[src/rtl/lsu_pkg.sv]
// Shared definitions for the MEM-stage load/store unit.
//   - funct3 encodings for the RV32I load/store sizes
//   - FSM state enumeration
//   - helpers: byte-enable generation, store-lane replication, op legality
package lsu_pkg;

  localparam logic [2:0] F3_B  = 3'b000;
  localparam logic [2:0] F3_H  = 3'b001;
  localparam logic [2:0] F3_W  = 3'b010;
  localparam logic [2:0] F3_BU = 3'b100;
  localparam logic [2:0] F3_HU = 3'b101;

  typedef enum logic [1:0] {
    ST_IDLE = 2'b00,
    ST_REQ  = 2'b01,
    ST_WAIT = 2'b10
  } lsu_state_e;

  // Byte enables for a store of the given size (funct3[1:0]) at byte offset addr.
  function automatic logic [3:0] be_for(input logic [1:0] size, input logic [1:0] addr);
    logic [3:0] be;
    case (size)
      2'b00:   be = 4'b0001 << addr;
      2'b01:   be = 4'b0011 << {addr[1], 1'b0};
      2'b10:   be = 4'b1111;
      default: be = 4'b0000;
    endcase
    return be;
  endfunction

  // Replicate the store data across all lanes so the memory picks the enabled ones.
  function automatic logic [31:0] store_repl(input logic [1:0] size, input logic [31:0] data);
    logic [31:0] word;
    case (size)
      2'b00:   word = {4{data[7:0]}};
      2'b01:   word = {2{data[15:0]}};
      default: word = data;
    endcase
    return word;
  endfunction

  // An op is legal when its funct3 exists for its direction and the address
  // is naturally aligned for the access size.
  function automatic logic op_legal(input logic is_load, input logic [2:0] f3,
                                    input logic [1:0] addr);
    logic ok;
    case (f3)
      F3_B:    ok = 1'b1;
      F3_H:    ok = ~addr[0];
      F3_W:    ok = (addr == 2'b00);
      F3_BU:   ok = is_load;
      F3_HU:   ok = is_load & ~addr[0];
      default: ok = 1'b0;
    endcase
    return ok;
  endfunction

endpackage

[src/rtl/load_store_unit_if.sv]
// Data-memory port of the load/store unit (req/gnt/rvalid protocol).
//   master: the load/store unit (drives request, address, enables, write data)
//   slave : the data memory (drives gnt, rvalid, read data)
interface load_store_unit_if #(
  parameter int ADDR_W = 32,
  parameter int DATA_W = 32
);
  logic              mem_req;
  logic              mem_we;
  logic [ADDR_W-1:0] mem_addr;
  logic [3:0]        mem_be;
  logic [DATA_W-1:0] mem_wdata;
  logic              mem_gnt;
  logic              mem_rvalid;
  logic [DATA_W-1:0] mem_rdata;

  modport master (
    output mem_req, mem_we, mem_addr, mem_be, mem_wdata,
    input  mem_gnt, mem_rvalid, mem_rdata
  );

  modport slave (
    input  mem_req, mem_we, mem_addr, mem_be, mem_wdata,
    output mem_gnt, mem_rvalid, mem_rdata
  );
endinterface

[src/rtl/load_align.sv]
// Combinational load-data alignment.
//   rdata  : raw word from memory
//   offset : byte offset of the access within the word
//   funct3 : size/sign selector
//   data   : word shifted down to lane 0 and sign/zero extended
module load_align
  import lsu_pkg::*;
#(
  parameter int DATA_W = 32
) (
  input  logic [DATA_W-1:0] rdata,
  input  logic [1:0]        offset,
  input  logic [2:0]        funct3,
  output logic [DATA_W-1:0] data
);

  logic [DATA_W-1:0] shifted_s;

  // Bring the addressed byte/half down to bit 0.
  always_comb begin
    shifted_s = rdata >> {offset, 3'b000};
  end

  // Extend according to size and signedness.
  always_comb begin
    data = {DATA_W{1'b0}};
    case (funct3)
      F3_B:    data = {{(DATA_W-8){shifted_s[7]}}, shifted_s[7:0]};
      F3_H:    data = {{(DATA_W-16){shifted_s[15]}}, shifted_s[15:0]};
      F3_W:    data = shifted_s;
      F3_BU:   data = {{(DATA_W-8){1'b0}}, shifted_s[7:0]};
      F3_HU:   data = {{(DATA_W-16){1'b0}}, shifted_s[15:0]};
      default: data = {DATA_W{1'b0}};
    endcase
  end

endmodule

[src/rtl/load_store_unit.sv]
// MEM-stage load/store unit.
// Takes the ALU result as effective address, checks the op, runs one
// req/gnt/rvalid transaction on the data-memory port while stalling the
// pipeline, and returns aligned, extended load data one cycle after rvalid.
//   clk_i, rst_i     : clock, asynchronous active-high reset
//   load_i, store_i  : EX/MEM holds a load / store (both set -> load)
//   funct3_i         : size/sign selector
//   addr_i, wdata_i  : effective address, store data (rs2)
//   rd_i             : load destination register
//   mem              : data-memory port (master side)
//   stall_o          : freeze IF..EX/MEM this cycle
//   wb_valid_o       : registered pulse, load data ready (with wb_rd_o, wb_data_o)
//   fault_o          : registered pulse, misaligned access or illegal funct3
module load_store_unit
  import lsu_pkg::*;
#(
  parameter int ADDR_W = 32,
  parameter int DATA_W = 32
) (
  input  logic               clk_i,
  input  logic               rst_i,
  input  logic               load_i,
  input  logic               store_i,
  input  logic [2:0]         funct3_i,
  input  logic [ADDR_W-1:0]  addr_i,
  input  logic [DATA_W-1:0]  wdata_i,
  input  logic [4:0]         rd_i,
  load_store_unit_if.master  mem,
  output logic               stall_o,
  output logic               wb_valid_o,
  output logic [4:0]         wb_rd_o,
  output logic [DATA_W-1:0]  wb_data_o,
  output logic               fault_o
);

  lsu_state_e        state_r;
  lsu_state_e        state_nx_s;

  logic              op_s;
  logic              is_load_s;
  logic              legal_s;
  logic              stall_s;
  logic              accept_s;
  logic              fault_s;
  logic              capture_s;

  logic [ADDR_W-1:0] addr_r;
  logic [DATA_W-1:0] wdata_r;
  logic [3:0]        be_r;
  logic              we_r;
  logic [2:0]        f3_r;
  logic [4:0]        rd_r;

  logic [DATA_W-1:0] aligned_s;
  logic              wb_valid_r;
  logic [4:0]        wb_rd_r;
  logic [DATA_W-1:0] wb_data_r;
  logic              fault_r;

  // Decode the incoming op; a simultaneous load and store counts as a load.
  always_comb begin
    op_s      = load_i | store_i;
    is_load_s = load_i;
    legal_s   = op_legal(is_load_s, funct3_i, addr_i[1:0]);
  end

  // State register.
  always_ff @(posedge clk_i or posedge rst_i) begin
    if (rst_i) begin
      state_r <= ST_IDLE;
    end else begin
      state_r <= state_nx_s;
    end
  end

  // Next-state and per-cycle control. The op is only looked at in IDLE, so a
  // frozen pipeline holding the same op cannot issue it twice.
  always_comb begin
    state_nx_s = state_r;
    stall_s    = 1'b0;
    accept_s   = 1'b0;
    fault_s    = 1'b0;
    capture_s  = 1'b0;
    case (state_r)
      ST_IDLE: begin
        if (op_s) begin
          if (legal_s) begin
            stall_s    = 1'b1;
            accept_s   = 1'b1;
            state_nx_s = ST_REQ;
          end else begin
            fault_s    = 1'b1;
            state_nx_s = ST_IDLE;
          end
        end else begin
          state_nx_s = ST_IDLE;
        end
      end
      ST_REQ: begin
        // rvalid here is a protocol violation and is deliberately ignored.
        if (mem.mem_gnt) begin
          if (we_r) begin
            state_nx_s = ST_IDLE;
          end else begin
            stall_s    = 1'b1;
            state_nx_s = ST_WAIT;
          end
        end else begin
          stall_s = 1'b1;
        end
      end
      ST_WAIT: begin
        if (mem.mem_rvalid) begin
          capture_s  = 1'b1;
          state_nx_s = ST_IDLE;
        end else begin
          stall_s = 1'b1;
        end
      end
      default: begin
        state_nx_s = ST_IDLE;
      end
    endcase
  end

  // Request latch: everything the memory port needs is frozen at acceptance.
  always_ff @(posedge clk_i or posedge rst_i) begin
    if (rst_i) begin
      addr_r  <= {ADDR_W{1'b0}};
      wdata_r <= {DATA_W{1'b0}};
      be_r    <= 4'b0000;
      we_r    <= 1'b0;
      f3_r    <= 3'b000;
      rd_r    <= 5'd0;
    end else if (accept_s) begin
      addr_r  <= addr_i;
      wdata_r <= store_repl(funct3_i[1:0], wdata_i);
      be_r    <= be_for(funct3_i[1:0], addr_i[1:0]);
      we_r    <= ~is_load_s;
      f3_r    <= funct3_i;
      rd_r    <= rd_i;
    end
  end

  load_align #(
    .DATA_W (DATA_W)
  ) u_load_align (
    .rdata  (mem.mem_rdata),
    .offset (addr_r[1:0]),
    .funct3 (f3_r),
    .data   (aligned_s)
  );

  // Write-back and fault pulses, one cycle after the event that causes them.
  always_ff @(posedge clk_i or posedge rst_i) begin
    if (rst_i) begin
      wb_valid_r <= 1'b0;
      wb_rd_r    <= 5'd0;
      wb_data_r  <= {DATA_W{1'b0}};
      fault_r    <= 1'b0;
    end else begin
      wb_valid_r <= capture_s;
      fault_r    <= fault_s;
      if (capture_s) begin
        wb_rd_r   <= rd_r;
        wb_data_r <= aligned_s;
      end
    end
  end

  // Memory port is driven straight from state and latched registers.
  always_comb begin
    mem.mem_req   = (state_r == ST_REQ);
    mem.mem_we    = we_r;
    mem.mem_addr  = {addr_r[ADDR_W-1:2], 2'b00};
    mem.mem_be    = be_r;
    mem.mem_wdata = wdata_r;
  end

  // Pipeline-facing outputs; stall is forced low while reset is held so the
  // pipeline is never frozen by an op sitting on the inputs during reset.
  always_comb begin
    stall_o    = stall_s & ~rst_i;
    wb_valid_o = wb_valid_r;
    wb_rd_o    = wb_rd_r;
    wb_data_o  = wb_data_r;
    fault_o    = fault_r;
  end

endmodule

[src/flat_wrapper.sv]
// flat-port wrapper written by rule: the top's interface ports become plain ports
module load_store_unit_flat import lsu_pkg::*;
#(
  parameter int ADDR_W = 32,
  parameter int DATA_W = 32
)
  (clk_i, rst_i, load_i, store_i, funct3_i, addr_i, wdata_i, rd_i, stall_o, wb_valid_o, wb_rd_o, wb_data_o, fault_o, mem_mem_req, mem_mem_we, mem_mem_addr, mem_mem_be, mem_mem_wdata, mem_mem_gnt, mem_mem_rvalid, mem_mem_rdata);
  load_store_unit_if #(.ADDR_W(ADDR_W), .DATA_W(DATA_W)) mem_i ();
  input  logic clk_i;
  input  logic rst_i;
  input  logic load_i;
  input  logic store_i;
  input  logic [2:0] funct3_i;
  input  logic [ADDR_W-1:0] addr_i;
  input  logic [DATA_W-1:0] wdata_i;
  input  logic [4:0] rd_i;
  output logic stall_o;
  output logic wb_valid_o;
  output logic [4:0] wb_rd_o;
  output logic [DATA_W-1:0] wb_data_o;
  output logic fault_o;
  output wire logic [$bits(mem_i.mem_req)-1:0] mem_mem_req;
  output wire logic [$bits(mem_i.mem_we)-1:0] mem_mem_we;
  output wire logic [$bits(mem_i.mem_addr)-1:0] mem_mem_addr;
  output wire logic [$bits(mem_i.mem_be)-1:0] mem_mem_be;
  output wire logic [$bits(mem_i.mem_wdata)-1:0] mem_mem_wdata;
  input wire logic [$bits(mem_i.mem_gnt)-1:0] mem_mem_gnt;
  input wire logic [$bits(mem_i.mem_rvalid)-1:0] mem_mem_rvalid;
  input wire logic [$bits(mem_i.mem_rdata)-1:0] mem_mem_rdata;
  assign mem_mem_req = mem_i.mem_req;
  assign mem_mem_we = mem_i.mem_we;
  assign mem_mem_addr = mem_i.mem_addr;
  assign mem_mem_be = mem_i.mem_be;
  assign mem_mem_wdata = mem_i.mem_wdata;
  assign mem_i.mem_gnt = mem_mem_gnt;
  assign mem_i.mem_rvalid = mem_mem_rvalid;
  assign mem_i.mem_rdata = mem_mem_rdata;
  load_store_unit #(.ADDR_W(ADDR_W), .DATA_W(DATA_W)) u_core (.clk_i(clk_i), .rst_i(rst_i), .load_i(load_i), .store_i(store_i), .funct3_i(funct3_i), .addr_i(addr_i), .wdata_i(wdata_i), .rd_i(rd_i), .mem(mem_i), .stall_o(stall_o), .wb_valid_o(wb_valid_o), .wb_rd_o(wb_rd_o), .wb_data_o(wb_data_o), .fault_o(fault_o));
endmodule
[config.mk]
export PLATFORM = sky130hd
export DESIGN_NAME = load_store_unit_flat
export DESIGN_NICKNAME = d
export VERILOG_FILES = /design/src/rtl/lsu_pkg.sv /design/src/rtl/load_store_unit_if.sv /design/src/rtl/load_align.sv /design/src/rtl/load_store_unit.sv /design/src/flat_wrapper.sv
export SDC_FILE = /design/constraint.sdc
export NUM_CORES = 1
export LEC_CHECK = 0
export CAP_MARGIN = 20
export CORE_MARGIN = 3
export CORE_UTILIZATION = 44
export DETAILED_ROUTE_END_ITERATION = 7
export MAX_ROUTING_LAYER = met4
export PLACE_DENSITY = 0.8
export SLEW_MARGIN = 10
export SYNTH_ARGS = -nofsm -noshare
export SYNTH_HDL_FRONTEND = slang
export SYNTH_SLANG_ARGS = --single-unit
[constraint.sdc]
create_clock -name clk_i -period 6.6 [get_ports clk_i]
set_clock_uncertainty 0.1 [all_clocks]
set_input_delay 1.65 -clock clk_i [delete_from_list [all_inputs] [get_ports clk_i]]
set_output_delay 1.65 -clock clk_i [all_outputs]
set_load 0.005 [all_outputs]
=== Word-level counts from Yosys, hierarchy flattened ===
Cells that the tools add are included.

* Equal/unequal tests: 14
* Shifts and indexed selects: 3
* Muxes and demuxes: 22
* Bitwise gates (word level): 6
* Reductions and logical operators: 6

{| class="wikitable"
|+ Operator list
! kind !! count
|-
| 32-bit case mux with 5 select lines || 1
|-
| 32-bit case mux with 2 select lines || 1
|-
| 32-bit by 5-bit right shift with 32-bit output || 1
|-
| 1-bit two-way mux || 13
|-
| 3-bit equality test, second input constant || 4
|-
| 4-bit case mux with 3 select lines || 1
|-
| 3-bit by 1-bit equality test with 1-bit output, second input constant || 2
|-
| 3-bit by 2-bit equality test with 1-bit output, second input constant || 2
|-
| 2-bit logical NOT || 3
|-
| 3-bit logical NOT || 2
|-
| 2-bit two-way mux || 3
|-
| 2-bit case mux with 3 select lines || 1
|-
| 1-bit case mux with 5 select lines || 1
|-
| 2-bit by 1-bit equality test with 1-bit output, second input constant || 2
|-
| 2-bit equality test, second input constant || 2
|-
| 1-bit by 2-bit << shifter with 4-bit output, first input constant || 1
|-
| 2-bit by 2-bit << shifter with 4-bit output, first input constant || 1
|-
| 1-bit NOT || 3
|-
| 1-bit case mux with 3 select lines || 1
|-
| 1-bit bitwise AND || 2
|-
| 2-bit by 1-bit != test with 1-bit output, second input constant || 1
|-
| 2-bit != test, second input constant || 1
|-
| 2-bit AND reduction || 1
|-
| 1-bit OR || 1
|}

* Flip-flop bits (word level): 118
* Output and inout bits: 110
* Logic and storage cells: 62

=== Depth between registers and ports, before layout ===
Gate-level depths: netlist (run 1).

* Word-level depth: 7
* Mapped depth: 7

=== By module ===
From an unflattened synthesis (run 1), not the netlist that was laid out.

* Cell total of the unflattened synthesis: 566
* Area total of the unflattened synthesis: 5905.7 um^2

{| class="wikitable"
|+ By module, submodules not included
! module !! times used !! cells each !! area each (um^2) !! seq. area each (um^2)
|-
| load_store_unit || 1 || 457 || 5102.4 || 2952.8
|-
| load_align || 1 || 109 || 803.3 || 0.0
|}

=== Least setup slack after synthesis (run 1) ===
No wires, ideal clock.

* Kind: input -> output
* From: input rst_i
* To: output stall_o
* Arrival time: 4.496 ns
* Data required time: 4.850 ns
* Path slack: 0.354 ns
* Cell stages on the path: 2
* Path through: inv_1 > o31a_1

* Longest elaborated chain between the ends: 2

{| class="wikitable"
|+ RTL lines
! element !! line !! RTL
|-
| start, declared || flat_wrapper.sv:10 || <nowiki>input logic rst_i;</nowiki>
|-
| 1-bit NOT || load_store_unit.sv:183 || <nowiki>stall_o = stall_s & ~rst_i;</nowiki>
|-
| 1-bit bitwise AND || load_store_unit.sv:183 ||
|-
| end, declared || flat_wrapper.sv:17 || <nowiki>output logic stall_o;</nowiki>
|}

No other way between the ends.

=== Final worst setup path (run 1) ===
* From: input addr_i[1]
* To: output stall_o

* Longest elaborated chain between the ends: 6

{| class="wikitable"
|+ RTL lines
! element !! line !! RTL
|-
| start, declared || flat_wrapper.sv:14 || <nowiki>input logic [ADDR_W-1:0] addr_i;</nowiki>
|-
| 2-bit logical NOT || lsu_pkg.sv:50 || <nowiki>F3_W: ok = (addr == 2'b00);</nowiki>
|-
| 1-bit case mux with 5 select lines || lsu_pkg.sv:47 || <nowiki>case (f3)</nowiki>
|-
| 1-bit two-way mux || load_store_unit.sv:87 || <nowiki>if (legal_s) begin</nowiki>
|-
| 1-bit two-way mux || load_store_unit.sv:86 || <nowiki>if (op_s) begin</nowiki>
|-
| 1-bit case mux with 3 select lines || load_store_unit.sv:84 || <nowiki>case (state_r)</nowiki>
|-
| 1-bit bitwise AND || load_store_unit.sv:183 ||
|}

No other way between the ends.

==> flow_summary.json, run 1 <==
{
  "number_of_buffers_inserted_during_clock_tree_synthesis": 17,
  "run_status": "complete, no violations",
  "setup_viol": 0,
  "cp.required_ns": 4.85,
  "path_clk_slew_ns": 0.05,
  "most_common_library_cell_in_the_layout_ignoring_fill_and_taps": "sky130_fd_sc_hd__clkdlybuf4s50_1",
  "internal_power_mw": 2.42,
  "worst-slew-pin-transition_ns": 1.02,
  "worst_ep_arrival_time_ns": 3.54,
  "clkPwrFrac": 0.233,
  "setup.worst_path.start_class": "input pin",
  "boundaryPins": 220,
  "maxClockFrequency_mhz": 189,
  "place_congestion": 0.889,
  "die-area_mm2": 0.0142,
  "drive_above_1_share": 0.200,
  "number_of_global_route_vias_before_repair": 4739,
  "core_mm2": 0.0123,
  "synth_largest_type_area_fraction": 0.526,
  "grt_setup_unrepaired": "false",
  "routed_wirelength_um": 15000,
  "place_hpwl_um": 10900,
  "final_min_period_over_clock_period": 0.801,
  "placement_rows": 40,
  "sw_frac": 0.282,
  "cp_max_fo": 6,
  "ys_warnings": 0,
  "route.detailed.vias_per_inst": 5.21,
  "min_delay_worst_type": "flop to flop",
  "clock_sink_count": 118,
  "grt_first_pass_wirelength_um": 24600,
  "groute.usage.overall": 0.226,
  "ys_seq_area_frac": 0.526,
  "synthFlopType": "sky130_fd_sc_hd__dfrtp_1",
  "clockBufferDepth": 2,
  "post_synth_inst_count": 459,
  "yosys.area.top_type": "sky130_fd_sc_hd__dfrtp_1",
  "reg2reg_slack_ns": 4.28,
  "post_cts_resized": 0,
  "power_switching_mw": 0.951,
  "clk_latency_ns": 0.40,
  "layout.core_utilization": 0.669,
  "syn-mean-instance-area_um2": 12.2,
  "ys_ff_latch": 118,
  "yosys.cell_types.count": 39,
  "layout_common_cells": "sky130_fd_sc_hd__clkdlybuf4s50_1, sky130_fd_sc_hd__dfrtp_1, sky130_fd_sc_hd__mux2_2",
  "cts_tree": "yes",
  "die_y_um": 119,
  "finalHoldWorstSlack_ns": 0.371,
  "fin_nets": 756,
  "cp-end-kind": "primary output",
  "slew_headroom": 0.320,
  "vias": 4297,
  "max-vdd-ir-drop_uv": 216,
  "ant_nets": 0,
  "postCtsHoldBufs": 0,
  "number_of_enable_flip_flop_cells_after_synthesis": 0,
  "comb_power_share": 0.396,
  "synth.area.top_cells": "sky130_fd_sc_hd__dfrtp_1, sky130_fd_sc_hd__mux2_2, sky130_fd_sc_hd__mux2i_1",
  "design_power_total_mw": 3.37,
  "drcViolationCount": 0,
  "asyncSetResetFlopFracSynth": 1.00,
  "cts_root_buf": "sky130_fd_sc_hd__clkbuf_16",
  "number_of_antenna_violations_at_the_first_check_in_global_routing": 0,
  "postCtsSetupBuffers": 0,
  "detail_route.iter0.violations": 304,
  "port-buffer-count": 217,
  "netlist_area_mm2": 0.00562,
  "clock_tree.htree_level_count": 4,
  "max_cap_viol_count": 0,
  "detailedRoute.firstPassIterationCount": 4,
  "met3RoutedLength_um": 1390,
  "dr.max_layer_used": "met4",
  "finalHoldViolations": 0,
  "average_wire_per_cell_in_the_routed_design_um": 18.3,
  "floorplan.die.width_um": 119,
  "pwr-share-seq": 0.371,
  "static-leakage-power_nw": 3.50,
  "period_minus_slack_ns": 5.29,
  "slew_viol_final": 0,
  "grt_start_max_net_pins": 79,
  "route.layer.met1.wl_um": 6030,
  "critical_path_class": "input pin to primary output",
  "layout-area-overhead-vs-synth_pct": 46.2,
  "final.setup.tns_ns": 0,
  "grt-ovfl-total": 0,
  "initial_core_util": 0.458,
  "route.met2.wl_um": 7260,
  "total_power_per_unit_cell_area_mw_per_mm2": 410,
  "insertedDiodeCount": 0
}
## worst paths after layout
kind / start / end / cells past startpoint
max: addr_i[1] / stall_o / 6
min: u_core.rd_r[1] / u_core.wb_rd_o[1] / 2
max reg2reg: u_core.state_r[0] / u_core.addr_r[13] / 3
min reg2reg: u_core.rd_r[1] / u_core.wb_rd_o[1] / 2
max in group asynchronous: rst_i / u_core.wb_data_o[24] / 3
min in group asynchronous: rst_i / u_core.mem.mem_wdata[10] / 2
## sequential cells by signal (all words and copies together), names as in the netlist
register              flops
u_core.addr_r            32
u_core.mem.mem_wdata     32
u_core.wb_data_o         32
u_core.rd_r               5
u_core.wb_rd_o            5
u_core.mem.mem_be         4
u_core.f3_r               3
u_core.state_r            2
u_core.fault_o            1
u_core.mem.mem_we         1
u_core.wb_valid_o         1
## power groups by stage
| stage | logic, mW | registers, mW | clock network [mW] |
|---|---|---|---|
| after detailed placement | 1.34 | 1.26 | 0 |
| after CTS | 1.35 | 1.25 | 0.801 |
| final | 1.33 | 1.25 | 0.784 |
| after floorplan | 0.679 | 1.22 | 0 |
| after global placement | 1.31 | 1.24 | 0 |
| after global routing | 1.44 | 1.30 | 0.831 |
## layout make-up
class	count	area [µm²]
inverter	7	28.8
multi-input combinational	277	2290
sequential	118	2950
tap	168	210
timing repair buffer	225	2230
clock buffer	24	472
clock inverter	5	27.5
fill	919	4050
## worst max-delay path: stages
cell	delay, ns
sky130_fd_sc_hd__clkdlybuf4s50_1	0.51
sky130_fd_sc_hd__nor4_1	0.30
sky130_fd_sc_hd__a21oi_1	0.13
sky130_fd_sc_hd__nor4_4	0.27
sky130_fd_sc_hd__o31a_1	0.18
sky130_fd_sc_hd__clkdlybuf4s50_1	0.50
## cells in the mapped netlist (7+ instances only)
cell type	count
sky130_fd_sc_hd__a21oi_1	7
sky130_fd_sc_hd__a221o_1	16
sky130_fd_sc_hd__mux2_2	93
sky130_fd_sc_hd__inv_1	7
sky130_fd_sc_hd__mux2i_1	30
sky130_fd_sc_hd__clkbuf_1	13
sky130_fd_sc_hd__a22o_1	8
sky130_fd_sc_hd__buf_2	7
sky130_fd_sc_hd__nor2_1	11
sky130_fd_sc_hd__nand3_1	7
sky130_fd_sc_hd__o21ai_0	25
sky130_fd_sc_hd__dfrtp_1	118
sky130_fd_sc_hd__nand2_1	39
sky130_fd_sc_hd__buf_4	32
## per-layer routing
| metal | track usage | vias up |
|---|---|---|
| li1 | - | 1978 |
| met1 | 0.262 | 2092 |
| met2 | 0.351 | 192 |
| met3 | 0.0859 | 35 |
| met4 | 0.0963 | 0 |
| met5 | - | - |
## metrics by stage
| step | std cells | instance area (µm²) | setup WS (ns) |
|---|---|---|---|
| floorplan | 460 | 5620 | 0.354 |
| global placement | 795 | 7710 | 1.38 |
| detailed placement | 795 | 7710 | 1.34 |
| CTS | 824 | 8210 | 1.33 |
| global route | 824 | 8210 | 1.21 |
| finish | 824 | 8210 | 1.31 |
## kinds of logic (layout without fill, tap and decap cells)
group | after synthesis | in the layout | share of synthesized area
AND/OR/NAND/NOR | 84 | 84 | 0.0737
buffers and inverters | 65 | 261 | 0.0679
other | 1 | 2 | 0.000668
multiplexers | 128 | 128 | 0.252
flip-flops | 118 | 118 | 0.526
AO/OA/AOI/OAI | 63 | 63 | 0.0800
Note: power is estimated with default switching activity, not from simulation.
==> inputs of run 2 (changes only) <==
CORE_UTILIZATION = 40   (was 44)
PLACE_DENSITY = 0.76   (was 0.8)
clock period = 4.6 ns   (was 6.6 ns; I/O delays follow)
==> run 2 against run 1 <==
Effect of this change:
- sequential power up 46%
- critical path depth unchanged
- worst hold slack better by 0.0018 ns
- global-route usage down 2.2 points
- combinational power up 41%
- cell count up 1.3%
- flip-flop and latch count unchanged
==> flow_summary.json, run 2 (synthesized netlist as in run 1, its figures left out) <==
{
  "slew_viol_final": 0,
  "final-instance-count-excl-fill": 835,
  "worst-slew-pin-transition_ns": 1.09,
  "place.detailed.instances": 803,
  "number_of_buffers_inserted_during_clock_tree_synthesis": 17,
  "postCtsHoldBufs": 0,
  "drive_above_1_share": 0.206,
  "critical_path_class": "input pin to primary output",
  "most_common_library_cell_in_the_layout_ignoring_fill_and_taps": "sky130_fd_sc_hd__clkdlybuf4s50_1",
  "total_power_per_unit_cell_area_mw_per_mm2": 615,
  "cts_tree": "yes",
  "detail_route.iter0.violations": 151,
  "worst_ep_arrival_time_ns": 2.98,
  "min_delay_worst_type": "flop to flop",
  "grt_first_pass_wirelength_um": 24500,
  "final_min_period_over_clock_period": 0.921,
  "layout_common_cells": "sky130_fd_sc_hd__clkdlybuf4s50_1, sky130_fd_sc_hd__dfrtp_1, sky130_fd_sc_hd__mux2_2",
  "number_of_antenna_violations_at_the_first_check_in_global_routing": 0,
  "ant_nets": 0,
  "layout-area-overhead-vs-synth_pct": 49.2,
  "floorplan.die.width_um": 124,
  "max-vdd-ir-drop_uv": 270,
  "slew_headroom": 0.271,
  "placement_rows": 42,
  "max_cap_viol_count": 0,
  "path_clk_slew_ns": 0.05,
  "number_of_global_route_vias_before_repair": 4635,
  "detailedRoute.firstPassIterationCount": 4,
  "clockBufferDepth": 2,
  "groute.usage.overall": 0.203,
  "boundaryPins": 220,
  "die_y_um": 124,
  "design_power_total_mw": 5.16,
  "clk_latency_ns": 0.41,
  "place_hpwl_um": 10900,
  "core_mm2": 0.0135,
  "post_cts_resized": 0,
  "fin_nets": 756,
  "insertedDiodeCount": 0,
  "cts_root_buf": "sky130_fd_sc_hd__clkbuf_16",
  "maxClockFrequency_mhz": 236,
  "die-area_mm2": 0.0155,
  "final.setup.tns_ns": 0,
  "grt_setup_unrepaired": "false",
  "route.detailed.vias_per_inst": 5.12,
  "finalHoldViolations": 0,
  "postCtsSetupBuffers": 0,
  "average_wire_per_cell_in_the_routed_design_um": 17.9,
  "period_minus_slack_ns": 4.23,
  "cp.required_ns": 3.35,
  "grt_start_max_net_pins": 79,
  "setup.worst_path.start_class": "input pin",
  "vias": 4275,
  "cp_max_fo": 6,
  "routed_wirelength_um": 15000,
  "place_congestion": 0.803,
  "port-buffer-count": 217,
  "static-leakage-power_nw": 3.57,
  "cp-end-kind": "primary output",
  "initial_core_util": 0.416,
  "grt-ovfl-total": 0,
  "drcViolationCount": 0,
  "clock_sink_count": 118,
  "clock_tree.htree_level_count": 4,
  "setup_viol": 0,
  "run_status": "complete, no violations"
}
[run 2: cell count changes in the layout (fill, tap and decap cells not counted)]
cell and change:
sky130_fd_sc_hd__clkinvlp_4 +1, sky130_fd_sc_hd__bufinv_16 +5, sky130_fd_sc_hd__inv_4 -1, sky130_fd_sc_hd__clkinv_2 -2
sky130_fd_sc_hd__clkbuf_8 +2, sky130_fd_sc_hd__clkbuf_1 -2
[run 2: final timing paths]
check	startpoint	endpoint	slack, ns	cells after the start
setup / recovery	addr_i[1]	stall_o	0.37	6
hold / removal	u_core.rd_r[2]	u_core.wb_rd_o[2]	0.37	2
setup reg to reg	u_core.addr_r[1]	u_core.wb_data_o[26]	2.15	3
hold reg to reg	u_core.rd_r[2]	u_core.wb_rd_o[2]	0.37	2
max in group asynchronous	rst_i	u_core.addr_r[18]	1.84	4
min in group asynchronous	rst_i	u_core.addr_r[2]	1.23	3
[run 2: stage by stage]
stage               hold slack, ns  utilization  area [µm²]  worst slack [ns]
floorplan                    0.335            -        5620             0.221
global placement             0.350        0.572        7720             0.411
detailed placement           0.368        0.572        7720             0.363
finish                       0.373        0.621        8380             0.365
global route                 0.404        0.621        8380             0.220
CTS                          0.378        0.621        8380             0.355
[run 2: cell type report]
| class | instances | area, µm² |
|---|---|---|
| fillers | 1038 | 5120 |
| repair buffers | 225 | 2230 |
| inverters | 7 | 30.0 |
| flip-flops and latches | 118 | 2950 |
| clock buffers | 24 | 492 |
| multi-input cells | 277 | 2290 |
| well taps | 176 | 220 |
| clock inverters | 8 | 168 |
[run 2: metal layers]
metal | vias to the layer above | track usage | part of all wire
met5 | - | - | 0
met4 | 0 | 0.0696 | 0.017
met3 | 24 | 0.0742 | 0.085
met2 | 181 | 0.317 | 0.48
met1 | 2092 | 0.244 | 0.42
li1 | 1978 | - | -
[run 2: worst max-delay path, stage by stage]
cell and delay (ns):
sky130_fd_sc_hd__clkdlybuf4s50_1 0.50, sky130_fd_sc_hd__nor4_1 0.30, sky130_fd_sc_hd__a21oi_1 0.12, sky130_fd_sc_hd__nor4_4 0.25
sky130_fd_sc_hd__o31a_1 0.17, sky130_fd_sc_hd__clkdlybuf4s50_1 0.49
[run 2: report_power, final]
part           internal [mW]  switching (mW)  total [mW]
clock network           1.02           0.444        1.46
registers               1.50           0.325        1.82
logic                   1.27           0.605        1.87
